### src/rtl/uart_tx_serializer.sv
// uart_tx_serializer: 8N1 UART transmitter with optional parity, 1 or 2 stop bits,
// and a one-entry holding buffer so one byte can queue behind the frame in flight.
module uart_tx_serializer #(
  parameter int CLKS_PER_BIT = 434,
  parameter int PARITY_EN    = 0,
  parameter int PARITY_ODD   = 0,
  parameter int STOP_BITS    = 1
) (
  input  logic       clk,
  input  logic       reset,
  input  logic       i_tx_dv,
  input  logic [7:0] i_tx_byte,
  output logic       o_tx_serial,
  output logic       o_tx_active,
  output logic       o_tx_done,
  output logic       o_tx_ready,
  output logic       o_overrun
);
  localparam int CW = $clog2(CLKS_PER_BIT);
  localparam logic [CW-1:0] BAUD_MAX = CW'(CLKS_PER_BIT - 1);
  typedef enum logic [2:0] {IDLE, START, DATA, PARITY, STOP, DONE} state_t;
  state_t state_q, state_d;
  logic [CW-1:0] baud_q, baud_d;
  logic [2:0] idx_q, idx_d;
  logic stop_q, stop_d;
  logic [7:0] shift_q, shift_d, hold_q, hold_d;
  logic hold_valid_q, hold_valid_d;
  logic serial_q, serial_d, active_q, active_d, done_q, done_d;
  logic ready_q, ready_d, overrun_q, overrun_d;
  logic bit_end, launch;
  assign bit_end = baud_q == BAUD_MAX;
  assign launch = state_q == IDLE || state_q == DONE;
  always_comb begin
    state_d = state_q;
    shift_d = shift_q;
    hold_d = hold_q;
    hold_valid_d = hold_valid_q;
    overrun_d = 1'b0;
    baud_d = (launch || bit_end) ? '0 : baud_q + 1'b1;
    idx_d = (state_q == DATA && bit_end) ? idx_q + 3'd1 : idx_q;
    stop_d = state_q == STOP && (stop_q || bit_end);
    case (state_q)
      IDLE, DONE: begin
        state_d = (hold_valid_q || i_tx_dv) ? START : IDLE;
        shift_d = hold_valid_q ? hold_q : (i_tx_dv ? i_tx_byte : shift_q);
        hold_valid_d = hold_valid_q && i_tx_dv;
        hold_d = (hold_valid_q && i_tx_dv) ? i_tx_byte : hold_q;
      end
      START:  state_d = bit_end ? DATA : START;
      DATA:   state_d = (bit_end && idx_q == 3'd7) ? (PARITY_EN != 0 ? PARITY : STOP) : DATA;
      PARITY: state_d = bit_end ? STOP : PARITY;
      STOP:   state_d = (bit_end && (stop_q || STOP_BITS == 1)) ? DONE : STOP;
      default: state_d = IDLE;
    endcase
    // Mid-frame strobes fill the empty buffer; a strobe against a full buffer is dropped.
    if (!launch && i_tx_dv) begin
      hold_valid_d = 1'b1;
      hold_d = hold_valid_q ? hold_q : i_tx_byte;
      overrun_d = hold_valid_q;
    end
    serial_d = state_d == START ? 1'b0 :
               state_d == DATA ? shift_d[idx_d] :
               state_d == PARITY ? (^shift_d) ^ 1'(PARITY_ODD) : 1'b1;
    active_d = state_d == START || state_d == DATA || state_d == PARITY || state_d == STOP;
    done_d = state_d == DONE;
    ready_d = ~hold_valid_d;
  end
  always_ff @(posedge clk or negedge reset) begin
    if (!reset) begin
      state_q <= IDLE;
      baud_q <= '0;
      idx_q <= '0;
      stop_q <= 1'b0;
      shift_q <= '0;
      hold_q <= '0;
      hold_valid_q <= 1'b0;
      serial_q <= 1'b1;
      active_q <= 1'b0;
      done_q <= 1'b0;
      ready_q <= 1'b1;
      overrun_q <= 1'b0;
    end else begin
      state_q <= state_d;
      baud_q <= baud_d;
      idx_q <= idx_d;
      stop_q <= stop_d;
      shift_q <= shift_d;
      hold_q <= hold_d;
      hold_valid_q <= hold_valid_d;
      serial_q <= serial_d;
      active_q <= active_d;
      done_q <= done_d;
      ready_q <= ready_d;
      overrun_q <= overrun_d;
    end
  end
  assign o_tx_serial = serial_q;
  assign o_tx_active = active_q;
  assign o_tx_done = done_q;
  assign o_tx_ready = ready_q;
  assign o_overrun = overrun_q;
endmodule

### config.mk
export PLATFORM = sky130hd
export DESIGN_NAME = uart_tx_serializer
export DESIGN_NICKNAME = d
export VERILOG_FILES = /design/src/rtl/uart_tx_serializer.sv
export SDC_FILE = /design/constraint.sdc
export NUM_CORES = 1
export LEC_CHECK = 0
export CAP_MARGIN = 20
export CELL_PAD_IN_SITES_DETAIL_PLACEMENT = 1
export CELL_PAD_IN_SITES_GLOBAL_PLACEMENT = 1
export CORE_UTILIZATION = 31
export CTS_CLUSTER_DIAMETER = 50
export CTS_CLUSTER_SIZE = 12
export DETAILED_ROUTE_END_ITERATION = 8
export DONT_BUFFER_PORTS = 1
export PLACE_DENSITY = 0.5
export REMOVE_ABC_BUFFERS = 1
export SYNTH_ARGS = -nofsm -noshare
export SYNTH_HDL_FRONTEND = slang
export SYNTH_SLANG_ARGS = --single-unit
### constraint.sdc
create_clock -name clk -period 7.15 [get_ports clk]
set_input_delay 2.145 -clock clk [delete_from_list [all_inputs] [get_ports clk]]
set_output_delay 2.145 -clock clk [all_outputs]
set_load 0.05 [all_outputs]
==> metrics.txt, run 1 <==
status completed; HPWL after DPL 3240 um; Peak VDD IR 0.0000889 V; TNS Setup 0 ns; clock latency on the worst-skew pair 0.29 ns; Routed Antenna Nets 0; post-CTS sizing 0; Initial Util 33.0%; largest net degree at the start of global routing 38; pwr dens 190 mW/mm^2; Lkg Pwr 0.934 nW; CTS Buffer Depth 2; cts bufs inserted 5; CORE AREA 0.00610 sq mm; Hold Path Class reg2reg; Critical Path RT 7.37 ns; adder-cell share of the synthesized area 2.49%; crit path kind in2reg; global-route wire length before repair 7650 um; clock skew 0.00464 ns; final wirelength 4550 um; Synth cell types 44; GP Congestion 0.689; RSZ-0062 raised after global routing no; via count 1355; Synth area leaders dfrtp_1 (44%), mux2_2 (5.6%), a221oi_4 (3.9%); min cycle time layout 3.47 ns; grt ovf 0; Mean Syn Cell Area 11.2 sq um; R2R setup slack 4.43 ns; DRT Pass-1 Iters 4; vias in the first global route 1528; DIE HEIGHT 82.6 um; CP endpoint kind flip-flop; Yosys top cell by area dfrtp_1; Die ar. 0.00682 sq mm; max cap viols 0; critical path fanouts, max 14; number of port buffers 0; EDFF count, synth 0; post-synthesis compound-gate area fraction 15.2%; initial antenna violation count 0; TritonCTS clock tree built; Seq cells post-synth 37; hold_buf cts 0; Area growth, synth to finish 6.72%; final setup vio count 0; setup repair bufs after CTS 0; num rows 28; largest family of logic cells by synthesized area compound AO/OA/AOI/OAI gates; CP startpoint kind input pin; CTS HTree Levels 2; Post-Synthesis Cell Area 0.00201 sq mm; CTS Root Cell clkbuf_8; xor/xnor share of the synthesized area 8.21%; Initial DRC Count 81; post-synthesis mux area share 7.09%; Hold Vio Cnt, Final 0; measured slew at the worst slew-check pin 0.776 ns; Worst Path Arrival 3.69 ns; Wirelength per Cell 17.9 um; ANT cells 0; clock slew at reported path FFs 0.08 ns; Tcrit/Tclk final 48.6%; Rel. slew slack 47.9%; nets 194; fmax 288 MHz; Max Slew Vio Count 0; share of cells above drive strength 1 16.2%; top-area cell type share of the netlist area 43.5%; async set-reset flop share out of synthesis 100%; I/O pin count 16; fin util 35.2%; total number of yosys warnings 0; Gate Count Post-Synth 179; simple-gate share of the synthesized area 15.2%; Avg Vias per Cell 5.33; Post-synth top flop dfrtp_1; Global Route Usage Sum 15.4%; post-synthesis sequential area ratio 46.1%; clk sink count 37; Die W 82.6 um; DRC Markers 0; total power 0.407 mW
==> critical path, cell delays in order <==
cell and delay, ns:
nand2b_1 0.10, o41ai_1 0.46, a221oi_4 0.07, nor2b_1 0.17
a2111oi_0 0.37, nor4_1 0.10, a311o_1 0.27
==> synthesized netlist by cell type, types with 3 or more instances <==
cell type,number
dfrtp_1,35
inv_1,18
nor2_1,16
mux2_2,10
nand2_1,6
xnor2_1,6
xor2_1,6
a21oi_1,5
or3_1,5
a221o_1,4
clkbuf_1,4
ha_1,4
nand3b_1,4
o32ai_1,4
o41ai_1,4
a221oi_4,3
mux2i_1,3
nand3_1,3
nand4_1,3
o21ai_0,3
==> cells in the final DEF, fill, tap and decap left out, drive strengths merged, types with 3 or more instances in the layout <==
cell type and instances:
dfrtp 35, ha 4, a221o 4, o41ai 4
a21oi 5, nand4 3, mux2 10, a221oi 4
nand2 6, nand3 3, nor2 16, o32ai 4
o21ai 4, inv 18, xnor2 8, xor2 7
clkbuf 7, nand3b 4, or3 5, mux2i 3
==> power by group <==
group / switching, mW / total (mW) / internal, mW
combinational: 0.0140 / 0.0315 / 0.0175
clock: 0.0755 / 0.152 / 0.0766
sequential: 0.00581 / 0.224 / 0.218
total: 0.0953 / 0.407 / 0.312
==> through the flow <==
stage                     std cells  setup WS [ns]  hold WS, ns  cell area (sq um)
final                           254           3.68        0.509               2150
after global routing            254           3.51        0.518               2150
after floorplan                 172           3.51        0.479               1970
after detailed placement        247           3.35        0.497               2060
after CTS                       254           3.66        0.513               2150
after global placement          247           3.39        0.489               2060
==> worst paths after layout <==
check	depth (start not counted)	to	from
setup / recovery	7	o_tx_serial$_DFF_PN1_	i_tx_dv
hold / removal	1	hold_q[4]$_DFFE_PN0P_	hold_q[4]$_DFFE_PN0P_
setup reg to reg	9	o_tx_serial$_DFF_PN1_	baud_q[1]$_DFF_PN0_
hold reg to reg	1	hold_q[4]$_DFFE_PN0P_	hold_q[4]$_DFFE_PN0P_
max in group asynchronous	0	o_tx_ready$_DFF_PN1_	reset
min in group asynchronous	0	o_tx_active$_DFF_PN0_	reset
==> layout make-up <==
cell class                 instances  area (sq um)
sequential                        37           928
multi-input combinational        117           971
fill                             687          3950
tap                               75          93.8
clock buffer                       7          86.3
inverter                          18          67.6
==> layer usage <==
metal / part of all wire, % / vias to the layer above / GRT usage, %
met4: 1.3 / 0 / 5.69
met3: 4.3 / 4 / 4.40
li1: - / 638 / -
met2: 46 / 25 / 23.7
met1: 49 / 688 / 20.3
met5: 0 / - / 0
==> registers in the layout, indices dropped and copies added (netlist names) <==
signal and cells:
hold_q 8, o_tx_done 1, o_overrun 1, state_q 3, baud_q 9, o_tx_serial 1
idx_q 3, o_tx_active 1, hold_valid_q 1, o_tx_ready 1, shift_q 8
==> kinds of logic after synthesis <==
kind of cell	after synthesis
AOI/OAI and AO/OA	32
xor gates and xnor gates	15
adders and majority gates	4
buffers and inverters	25
DFF	37
muxes	13
and+or+nand+nor	53
Note: power is estimated with default switching activity, not from simulation.
==> run 2, diff against run 1 <==
- PLACE_DENSITY: 0.5 -> 0.52
- clock period: 7.15 -> 2.9 ns (I/O delays scaled with it)
==> run 2 against run 1 <==
  * Via count rose by 2.8%
  * Critical path depth is 1 higher
  * Sequential power up 150%
  * Final cell count grew 2.0%
  * Clock skew rose by 0.0065 ns
  * Utilization is 0.55 points higher
  * Clock power up 130%
  * Cell area increased by 1.6%
  * First-iteration DRC count down 2.5%
  * Critical path type is now reg2reg
  * Critical endpoint unchanged
==> metrics.txt, run 2 (synthesized netlist as in run 1, its figures left out) <==
status completed; DIE HEIGHT 82.6 um (unchanged); Avg Vias per Cell 5.38 (+0.82%); GP Congestion 0.772 (+12%); Die ar. 0.00682 sq mm (unchanged); Die W 82.6 um (unchanged); most frequent cells in the layout dfrtp_1 (35), inv_1 (18), nor2_1 (16); Max Slew Vio Count 0 (unchanged); minimum hold slack 0.266 ns (-0.242 ns); critical path fanouts, max 10 (-4); min cycle time layout 2.56 ns; CTS Root Cell clkbuf_8; clock latency on the worst-skew pair 0.29 ns (about the same); routed wl met2 1960 um (-5.1%); pwr dens 451 mW/mm^2 (+140%); final instance area 0.00218 sq mm (+1.6%); Critical Path RT 3.13 ns (-4.24 ns); Post-Layout Cell Count 259 (+2.0%); ANT cells 0 (unchanged); clock slew at reported path FFs 0.08 ns (about the same); dpl cells 251 (+1.6%); met3 WL 154 um (-21%); Initial Util 33.0% (unchanged); CP startpoint kind flip-flop; via count 1393 (+2.8%); Worst Path Arrival 2.80 ns (-0.89 ns); CORE AREA 0.00610 sq mm (unchanged); Peak VDD IR 0.000259 V (+190%); Hold Vio Cnt, Final 0 (unchanged); largest registers baud_q x9, hold_q x8, shift_q x8; Wirelength per Cell 16.8 um (-6.2%); CP endpoint kind flip-flop; reg2reg path depth 8 (-1); final setup vio count 0 (unchanged); fill count 685 (-0.29%); initial antenna violation count 0 (unchanged); RSZ-0062 raised after global routing no; share of cells above drive strength 1 19.0% (+2.8 points); total power 0.984 mW (+140%); Initial DRC Count 79 (-2.5%); I/O pin count 16 (unchanged); largest net degree at the start of global routing 38 (unchanged); Hold Path Class in2async; nets 198 (+2.1%); wl on met1 2190 um (-1.6%); grt ovf 0 (unchanged); final wirelength 4350 um (-4.4%); clk sink count 37 (unchanged); CTS Buffer Depth 2 (unchanged); Reg area 928 sq um (unchanged); Global Route Usage Sum 14.9% (-0.48 points); fin util 35.8% (+0.55 points); Placed Area 0.00209 sq mm (+1.5%); global-route wire length before repair 7560 um (-1.3%); TritonCTS clock tree built; TNS Setup 0 ns (unchanged); HPWL after DPL 3140 um (-3.0%); num rows 28 (unchanged); clock skew 0.0112 ns (+0.00655 ns); hold_buf cts 0 (unchanged); fmax 390 MHz; Post-Place Setup Slack 0.283 ns (-3.06 ns); crit path kind reg2reg; area of the multi-input gates 978 sq um (+0.77%); Reg with most FFs baud_q; Tcrit/Tclk final 88.4%; number of port buffers 0 (unchanged); max cap viols 0 (unchanged); DRT Pass-1 Iters 5 (+1); most common cell after layout, fill and taps aside dfrtp_1; vias in the first global route 1512 (-1.0%); worst setup margin 0.337 ns (-3.34 ns); measured slew at the worst slew-check pin 0.630 ns (-0.146 ns); DR top layer met4; cts bufs inserted 5 (unchanged); CTS HTree Levels 2 (unchanged); DRC Markers 0 (unchanged); Rel. slew slack 58.0% (+10 points); Lkg Pwr 0.954 nW (+2.1%); max reg flops 9 (unchanged); Routed Antenna Nets 0 (unchanged); Area growth, synth to finish 8.40%
run 2: cell types whose count changed in the layout (fill, tap and decap cells not counted), sizes merged:
cell	before	now
buf	0	4
clkinv	0	2
clkbuf	7	6
run 2: metal layers:
layer / GRT usage, % / up-vias
li1: - / 651
met1: 20.0 / 713
met4: 4.14 / 0
met2: 23.5 / 24
met3: 3.96 / 5
met5: 0 / -
run 2: worst max-delay path: stages, from the launching register on:
cell and delay, ns:
dfrtp_1 0.56, xor2_4 0.39, nor3b_4 0.12, buf_4 0.21, a221oi_2 0.33, mux2i_1 0.15
a31o_1 0.24, nor4_1 0.33, a311o_1 0.17
run 2: layout make-up:
class / instances / area share, %
Clock buffer: 6 / 3.33
Timing Repair Buffer: 4 / 1.38
Multi-Input combinational cell: 117 / 44.9
Tap cell: 75 / 4.30
Sequential cell: 37 / 42.6
Clock inverter: 2 / 0.459
Inverter: 18 / 3.10
run 2: power by group:
group / total (mW) / leakage [nW] / switching [mW] / internal (mW)
sequential: 0.553 / 0.445 / 0.0151 / 0.538
combinational: 0.0778 / 0.464 / 0.0346 / 0.0432
clock: 0.354 / 0.0450 / 0.187 / 0.167
total: 0.984 / 0.954 / 0.237 / 0.748
run 2: repair_timing:
item / 4_1_cts / 5_1_grt
setup endpoints to repair: 0 / 1
resized for setup: 0 / 1
buffers inserted: 0 / 0
run 2: final timing paths:
kind	startpoint	endpoint	slack, ns
worst max-delay path	state_q[2]$_DFF_PN0_	o_tx_serial$_DFF_PN1_	0.34
worst min-delay path	reset	o_overrun$_DFF_PN0_	0.27
worst max register to register	state_q[2]$_DFF_PN0_	o_tx_serial$_DFF_PN1_	0.34
worst min register to register	hold_q[6]$_DFFE_PN0P_	hold_q[6]$_DFFE_PN0P_	0.51
max in group asynchronous	reset	o_tx_ready$_DFF_PN1_	2.45
min in group clk	hold_q[6]$_DFFE_PN0P_	hold_q[6]$_DFFE_PN0P_	0.51
